### src/rtl/ifetch_pkg.sv
// Shared types and widths for the instruction fetch master.
package ifetch_pkg;
  localparam int ADDR_WIDTH = 12;
  localparam int XLEN       = 32;

  typedef enum logic [1:0] {IDLE, FETCH, DRAIN} ifetch_state_e;

  typedef struct packed {
    logic [XLEN-1:0] rdata;
    logic [XLEN-1:0] pc;
  } fetch_entry_t;
endpackage

### src/rtl/fetch_fifo.sv
// Small circular buffer with synchronous flush; head reads zero while empty.
module fetch_fifo #(
  parameter int DEPTH = 2,
  parameter int WIDTH = 64
) (
  input  logic                         clk_i,
  input  logic                         rst_i,
  input  logic                         flush_i,
  input  logic                         push_i,
  input  logic [WIDTH-1:0]             push_data_i,
  input  logic                         pop_i,
  output logic [WIDTH-1:0]             head_o,
  output logic                         empty_o,
  output logic [$clog2(DEPTH+1)-1:0]   count_o
);
  localparam int CW = $clog2(DEPTH+1);
  localparam int PW = $clog2(DEPTH);

  logic [WIDTH-1:0] mem [DEPTH];
  logic [PW-1:0]    rd_ptr, wr_ptr;
  logic [CW-1:0]    count_q;
  logic             do_push, do_pop;

  function automatic logic [PW-1:0] ptr_inc(input logic [PW-1:0] p);
    return (p == PW'(DEPTH-1)) ? '0 : p + 1'b1;
  endfunction

  // A pop in the same cycle frees the slot a push into a full buffer needs.
  assign do_pop  = pop_i && (count_q != '0);
  assign do_push = push_i && ((count_q < CW'(DEPTH)) || do_pop);

  always_ff @(posedge clk_i or posedge rst_i) begin
    if (rst_i) begin
      rd_ptr  <= '0;
      wr_ptr  <= '0;
      count_q <= '0;
      for (int i = 0; i < DEPTH; i++) mem[i] <= '0;
    end else if (flush_i) begin
      rd_ptr  <= '0;
      wr_ptr  <= '0;
      count_q <= '0;
    end else begin
      if (do_push) begin
        mem[wr_ptr] <= push_data_i;
        wr_ptr      <= ptr_inc(wr_ptr);
      end
      if (do_pop) rd_ptr <= ptr_inc(rd_ptr);
      count_q <= count_q + CW'(do_push) - CW'(do_pop);
    end
  end

  assign empty_o = (count_q == '0);
  assign count_o = count_q;
  assign head_o  = empty_o ? '0 : mem[rd_ptr];
endmodule

### src/rtl/instr_fetch_master.sv
// Read-only instruction fetch initiator: issues word requests, buffers
// responses with their PCs, and discards in-flight words after a redirect.
module instr_fetch_master
  import ifetch_pkg::*;
#(
  parameter int          FIFO_DEPTH = 2,
  parameter logic [31:0] BOOT_ADDR  = 32'h0000_0000
) (
  input  logic                  clk_i,
  input  logic                  rst_i,
  input  logic                  fetch_en_i,
  input  logic                  redirect_i,
  input  logic [XLEN-1:0]       redirect_pc_i,
  output logic                  req_o,
  output logic [ADDR_WIDTH-1:0] addr_o,
  output logic                  we_o,
  output logic [3:0]            wmask_o,
  output logic [XLEN-1:0]       wdata_o,
  input  logic [XLEN-1:0]       rdata_i,
  input  logic                  rvalid_i,
  output logic                  instr_valid_o,
  input  logic                  instr_ready_i,
  output logic [XLEN-1:0]       instr_rdata_o,
  output logic [XLEN-1:0]       instr_pc_o,
  output logic                  err_o
);
  localparam int CW = $clog2(FIFO_DEPTH+1);

  ifetch_state_e  state_q, state_d;
  logic [XLEN-1:0] pc_q;
  logic [CW-1:0]  disc_q, disc_d, out_nxt;
  logic [CW-1:0]  pcq_cnt, fifo_cnt;
  logic [CW:0]    occ;
  logic           pcq_empty, fifo_empty;
  logic           rsp_ok, pop, push_data, err_q;
  logic [XLEN-1:0] pcq_head;
  fetch_entry_t   head;

  assign we_o    = 1'b0;
  assign wmask_o = 4'h0;
  assign wdata_o = '0;
  assign addr_o  = pc_q[ADDR_WIDTH+1:2];

  // The PC queue occupancy doubles as the outstanding-request counter.
  assign rsp_ok    = rvalid_i && !pcq_empty;
  assign pop       = instr_valid_o && instr_ready_i;
  assign push_data = rsp_ok && (disc_q == '0) && !redirect_i;
  // Credit the slot being popped this cycle so a 1-cycle memory streams at full rate.
  assign occ       = {1'b0, fifo_cnt} + {1'b0, pcq_cnt} - (CW+1)'(pop);

  always_comb begin
    state_d = state_q;
    disc_d  = disc_q;
    req_o   = (state_q == FETCH) && fetch_en_i && !redirect_i &&
              (occ < (CW+1)'(FIFO_DEPTH));
    out_nxt = pcq_cnt + CW'(req_o) - CW'(rsp_ok);
    if (rsp_ok && (disc_q != '0)) disc_d = disc_q - 1'b1;
    if (redirect_i) disc_d = out_nxt;
    case (state_q)
      IDLE:  if (fetch_en_i) state_d = FETCH;
      FETCH, DRAIN: begin
        if (redirect_i)                           state_d = (out_nxt != '0) ? DRAIN : FETCH;
        else if (state_q == DRAIN && disc_d == '0) state_d = FETCH;
      end
      default: state_d = IDLE;
    endcase
  end

  always_ff @(posedge clk_i or posedge rst_i) begin
    if (rst_i) begin
      state_q <= IDLE;
      pc_q    <= BOOT_ADDR;
      disc_q  <= '0;
      err_q   <= 1'b0;
    end else begin
      state_q <= state_d;
      disc_q  <= disc_d;
      if (redirect_i)  pc_q <= redirect_pc_i & ~32'h3;
      else if (req_o)  pc_q <= pc_q + 32'd4;
      if (rvalid_i && pcq_empty) err_q <= 1'b1;
    end
  end

  assign err_o = err_q;

  fetch_fifo #(.DEPTH(FIFO_DEPTH), .WIDTH(XLEN)) u_pcq (
    .clk_i       (clk_i),
    .rst_i       (rst_i),
    .flush_i     (1'b0),
    .push_i      (req_o),
    .push_data_i (pc_q),
    .pop_i       (rsp_ok),
    .head_o      (pcq_head),
    .empty_o     (pcq_empty),
    .count_o     (pcq_cnt)
  );

  fetch_fifo #(.DEPTH(FIFO_DEPTH), .WIDTH($bits(fetch_entry_t))) u_fifo (
    .clk_i       (clk_i),
    .rst_i       (rst_i),
    .flush_i     (redirect_i),
    .push_i      (push_data),
    .push_data_i ({rdata_i, pcq_head}),
    .pop_i       (pop),
    .head_o      (head),
    .empty_o     (fifo_empty),
    .count_o     (fifo_cnt)
  );

  assign instr_valid_o = !fifo_empty;
  assign instr_rdata_o = head.rdata;
  assign instr_pc_o    = head.pc;
endmodule
### config.mk
export PLATFORM = sky130hd
export DESIGN_NAME = instr_fetch_master
export DESIGN_NICKNAME = d
export VERILOG_FILES = /design/src/rtl/ifetch_pkg.sv /design/src/rtl/fetch_fifo.sv /design/src/rtl/instr_fetch_master.sv
export SDC_FILE = /design/constraint.sdc
export NUM_CORES = 1
export LEC_CHECK = 0
export ABC_CLOCK_PERIOD_IN_PS = 5000
export CAP_MARGIN = 20
export CORE_ASPECT_RATIO = 1.1
export CORE_MARGIN = 2
export CORE_UTILIZATION = 55
export DETAILED_ROUTE_END_ITERATION = 8
export PLACE_DENSITY = 0.81
export SLEW_MARGIN = 20
export SYNTH_ARGS = -nofsm -noshare
export SYNTH_HDL_FRONTEND = slang
export SYNTH_HIERARCHICAL = 1
export SYNTH_SLANG_ARGS = --single-unit
### constraint.sdc
create_clock -name clk_i -period 5 [get_ports clk_i]
set_input_delay 1 -clock clk_i [delete_from_list [all_inputs] [get_ports clk_i]]
set_output_delay 1 -clock clk_i [all_outputs]
set_load 0.05 [all_outputs]
== Word-level counts from Yosys, hierarchy flattened ==
Cells that the tools add are included.

* Input port bits: 70
* Logic and storage cells: 114
* Bits in registers: 237

* Add/sub/neg operators: 14
* Mux-type cells: 32
* Equality and inequality tests: 4
* Order comparisons: 9
* Bitwise logic cells: 5
* Reductions and logical operators: 36

{| class="wikitable"
|+ Operators by type and width
! operator !! count
|-
| two-way mux 64 bit || 5
|-
| two-way mux 32 bit || 7
|-
| bitwise mux 128 bit || 1
|-
| bitwise mux 64 bit || 1
|-
| demux 64 bit (select 1 bit) || 1
|-
| adder 32 x 3 -> 32 bit, second input constant || 1
|-
| demux 32 bit (select 1 bit) || 1
|-
| logical AND 1 bit || 16
|-
| two-way mux 2 bit || 7
|-
| nonzero test 2 bit || 7
|-
| zero test 2 bit || 5
|-
| greater-or-equal comparator 2 bit, second input constant || 4
|-
| two-way mux 1 bit || 8
|-
| inverter 1 -> 2 bit || 4
|-
| adder 2 x 1 -> 2 bit || 3
|-
| subtractor 2 x 1 -> 2 bit || 3
|-
| adder 1 bit, second input constant || 4
|-
| < comparator 2 x 1 -> 1 bit, second input constant || 2
|-
| < comparator 2 bit, second input constant || 2
|-
| one-hot mux 2 bit (2 select lines) || 1
|-
| AND reduction 2 bit || 2
|-
| adder 2 x 2 -> 3 bit || 1
|-
| zero test 1 bit || 3
|-
| < comparator 3 x 2 -> 1 bit, second input constant || 1
|-
| 9 further kinds || 10
|}

== Longest topological paths before layout ==
* Depth in word-level cells: 14
* Mapped depth: 16
* Depth with buffers taken out: 14

== Hierarchy ==
Netlist, hierarchy kept.

{| class="wikitable"
|+ By module, submodules not included
! module !! cells an instance !! instances !! area an instance (um^2) !! seq. area each (um^2)
|-
| fetch_fifo at u_fifo || 437 || 1 || 6089.6 || 3303.2
|-
| fetch_fifo at u_pcq || 231 || 1 || 3169.3 || 1701.6
|-
| instr_fetch_master || 329 || 1 || 2732.6 || 875.8
|}

== Least setup slack after synthesis ==
OpenSTA, ideal clock, no wires.

* Kind: input port to flip-flop
* From: in instr_ready_i
* To: reg u_pcq/mem[37] in the netlist's numbering
* Data arrival time: 3944 ps
* Setup time: 125 ps
* Cell stages on the path: 12
* Setup slack: 931 ps
* Required time: 4875 ps
* Path through: nor2b_1 -> ha_1 -> nand2b_1 -> fa_1 -> nand4b_1 -> or2_1 -> inv_2 -> buf_2 -> inv_2 -> nor4_4 -> buf_6 -> mux2_4

* Word-level cells in the longest chain between the ends: 5

{| class="wikitable"
|+ Ends and longest elaborated chain
! element !! RTL line !! text
|-
| start, declared || instr_fetch_master.sv:22 || <nowiki>input logic instr_ready_i,</nowiki>
|-
| logical AND 1 bit || instr_fetch_master.sv:46 || <nowiki>assign pop = instr_valid_o && instr_ready_i;</nowiki>
|-
| subtractor 3 x 1 -> 3 bit || instr_fetch_master.sv:49 || <nowiki>assign occ = {1'b0, fifo_cnt} + {1'b0, pcq_cnt} - (CW+1)'(pop);</nowiki>
|-
| < comparator 3 x 2 -> 1 bit || instr_fetch_master.sv:55 || <nowiki>(occ < (CW+1)'(FIFO_DEPTH));</nowiki>
|-
| logical AND 1 bit || instr_fetch_master.sv:54 || <nowiki>req_o = (state_q == FETCH) && fetch_en_i && !redirect_i &&</nowiki>
|-
| via req_o || instr_fetch_master.sv:14 || <nowiki>output logic req_o,</nowiki>
|-
| logical AND 1 bit || fetch_fifo.sv:30 || <nowiki>assign do_push = push_i && ((count_q < CW'(DEPTH)) || do_pop);</nowiki>
|-
| end signal, assigned by index || fetch_fifo.sv:44 || <nowiki>mem[wr_ptr] <= push_data_i;</nowiki>
|-
| end, declared || fetch_fifo.sv:19 || <nowiki>logic [WIDTH-1:0] mem [DEPTH];</nowiki>
|}

The timed path passes the listed nets, and every way through them passes these cells.
A chain may end at the register's enable or synchronous reset.

== Worst setup path in the final report ==
* From: in instr_ready_i
* To: out req_o

* Word-level cells in the longest chain between the ends: 4

{| class="wikitable"
|+ Ends and longest elaborated chain
! element !! RTL line !! text
|-
| logical AND 1 bit || instr_fetch_master.sv:46 ||
|-
| via pop || instr_fetch_master.sv:35 || <nowiki>logic rsp_ok, pop, push_data, err_q;</nowiki>
|-
| subtractor 3 x 1 -> 3 bit || instr_fetch_master.sv:49 ||
|-
| < comparator 3 x 2 -> 1 bit || instr_fetch_master.sv:55 ||
|-
| logical AND 1 bit || instr_fetch_master.sv:54 ||
|-
| end, declared || instr_fetch_master.sv:14 ||
|}

The timed path passes the listed nets, and every way through them passes these cells.

==> reports/results.ini <==
[timing]
slew_headroom_pct=31.1
setup_slack_ns=0.561
setup_viol=0
hold_violations=0
max_freq_mhz=225
final.setup_skew_ns=0.0116
tns_ns=0
tightestPinTransition_ns=1.03
final.period_utilization_pct=88.8
rsz0062_at_grt=false
fin_crit_ns=4.44
drv_slew=0

[placed_design]
gp_congestion=0.840
post-dp-hpwl_um=16700
dp_cells=1398
dpl-instance-area_um2=13500
numPortBuffers=146
post-place-ws_ns=0.508

[run_status]
status=finished, final reports clean

[yosys]
synth_cells=997
syn-mean-instance-area_um2=12.0
synth_cell_type_count=56
yosys_warnings=6
async_reset_ff_share_pct=100
ys_seq_area_share_pct=49.0
synth_area_um2=12000
synth_edf_count=0
synthFlopType=dfrtp_1
ys_ff_latch=235

[critical_path]
cp.arrival_ns=3.44
cp-start-kind=input port
end_kind=output port
rr_startpoint=u_fifo/count_o[1]
worstPathMaxFanout=6
r2r-end=u_pcq/mem[63]
crit_chain=clkdlybuf4s50_1 > nor2b_1 > ha_1 > nand2b_1 > fa_1 > nand4b_1 > or2_1 > inv_2 > buf_12
crit_path_max_incr_delay_ns=0.50
reg2regPathDepth=12
worstSetupStartpoint=instr_ready_i
required_ns=4.00
reg2reg_slack_ns=1.40
critical_path.slowest_cell=fa_1
crit_type=input port to output port

[clock_tree]
post_cts_buffers=0
clockBufferDepth=3
cts-root-buf=clkbuf_16
htree_levels=1
cts_inserted_buffers=25
clkLatencyLatePin_ns=0.52
clk_pin_slew_worst_paths_ns=0.06
ctsResizeCount=0
holdBufCountCts=0
cts_tree=built
clock-sinks=235

[power_and_ir_drop]
total_power_w=0.00589
p_clk_share_pct=31.1
p_int_w=0.00414
p_sw_share_pct=29.7
p_comb_share_pct=24.0
power_density_nw_per_um2=411
p_sw_w=0.00175
leakagePower_nw=6.30
ir_worst_vdd_uv=273
pwr-share-seq_pct=44.9

[global_routing]
grt_pass1_wl_um=41500
antenna_found_initial=0
grt_max_degree=67
grt_overflow=0
grtUsageTotal_pct=22.2
grt_pass1_vias=8121

[floorplanning]
die_h_um=159
die_area_um2=23000
row_count=56
core_area_um2=21400
die_w_um=145
io_pins=186
initial_core_util_pct=56.1

[worst_hold_path]
hold_start=err_o
hold_depth=1
whs_endpoint=err_o
hp-class=flip-flop to flip-flop

[cells_and_area]
drive_gt1_share_pct=23.0
multi_input_area_um2=5550
finish.instance_area_um2=14300
ff_latch_area_um2=5880
num-nets-final=1220
diodes=0
instances_no_fill=1442
final_common_cell=dfrtp_1
area_growth_pct=19.6
nFillCells=1628
layout_common_cells=dfrtp_1 (234), clkdlybuf4s50_1 (144), mux2_2 (130)

[drt]
drcViolationCount=0
ant_nets=0
first_iter_violations=335
wl_um=25000
routed_via_density=5.44
dr.pass1.iters=5
vias=7838
routedWlPerCell_um=17.3

[flow_run]
cap_violations=0

## sequential cells by signal, indices dropped and copies added, names as in the netlist
signal / count
state_q: 2
u_pcq/count_o: 2
u_fifo/wr_ptr: 1
u_fifo/count_o: 2
disc_q: 2
u_fifo/rd_ptr: 1
u_pcq/rd_ptr: 1
pc_q: 30
u_pcq/wr_ptr: 1
u_pcq/mem: 64
err_o: 1
u_fifo/mem: 128
## worst max path at each step
| stage | to | slack (ns) | cells past startpoint |
|---|---|---|---|
| floorplan | u_fifo/count_o[0] | 0.47 | 1 |
| global placement | u_pcq/mem[47] | 0.58 | 12 |
| detailed placement | u_pcq/mem[63] | 0.51 | 12 |
| CTS | req_o | 0.57 | 9 |
| global route | req_o | 0.38 | 9 |
| finish | req_o | 0.56 | 9 |
## logic make-up (layout without fill, tap and decap cells)
kind of cell	Yosys count	in the layout	synth area share (%)
AOI/OAI and AO/OA	68	68	3.69
xor gates and xnor gates	10	10	0.730
adders and majority gates	15	15	1.63
buffers and inverters	126	235	6.26
DFF	235	235	49.0
muxes	294	294	28.4
other	1	47	0.0313
and+or+nand+nor	248	248	10.2
## metal layers
layer	track usage [%]	part of all wire (%)
met5	0	0
met4	4.94	1.3
met3	3.11	5.7
met2	37.0	49
met1	30.9	44
## final cells by class
type                    count  share of cell area, %
flip-flops and latches    235                   41.0
multi-input cells         682                   38.7
repair buffers            166                   11.4
clock buffers              38                   5.05
well taps                 290                   2.53
inverters                  25                  0.671
clock inverters             6                  0.628
## worst max-delay path, delay by kind of cell
kind	cells	cell delay [ns]
fa+ha+maj	2	0.78
buf+inv	3	0.81
simple gates	4	0.85
## stage by stage
stage	utilization [%]	hold WS (ns)
finish	67.1	0.481
floorplan	-	0.457
global placement	63.3	0.468
global route	67.1	0.502
detailed placement	63.3	0.457
CTS	67.1	0.481
## synthesized netlist by cell type (14+ instances only)
library cell | number | area (µm²)
nand2_1 | 41 | 154
buf_2 | 21 | 105
buf_4 | 49 | 368
inv_1 | 23 | 86.3
nor2_1 | 123 | 462
mux2i_1 | 102 | 1020
ha_1 | 14 | 175
o21ai_0 | 30 | 150
mux2_2 | 130 | 1460
nand3_1 | 20 | 100
mux2_4 | 60 | 901
clkbuf_1 | 18 | 67.6
dfrtp_1 | 235 | 5880
## power by group through the flow
stage / Sequential (W) / Clock (W) / Combinational [W]
floorplan: 0.00255 / 0 / 0.00117
global placement: 0.00264 / 0 / 0.00137
detailed placement: 0.00267 / 0 / 0.00142
CTS: 0.00264 / 0.00186 / 0.00143
global route: 0.00270 / 0.00195 / 0.00155
finish: 0.00264 / 0.00183 / 0.00142
No activity file was read; power rests on OpenSTA's default activity.
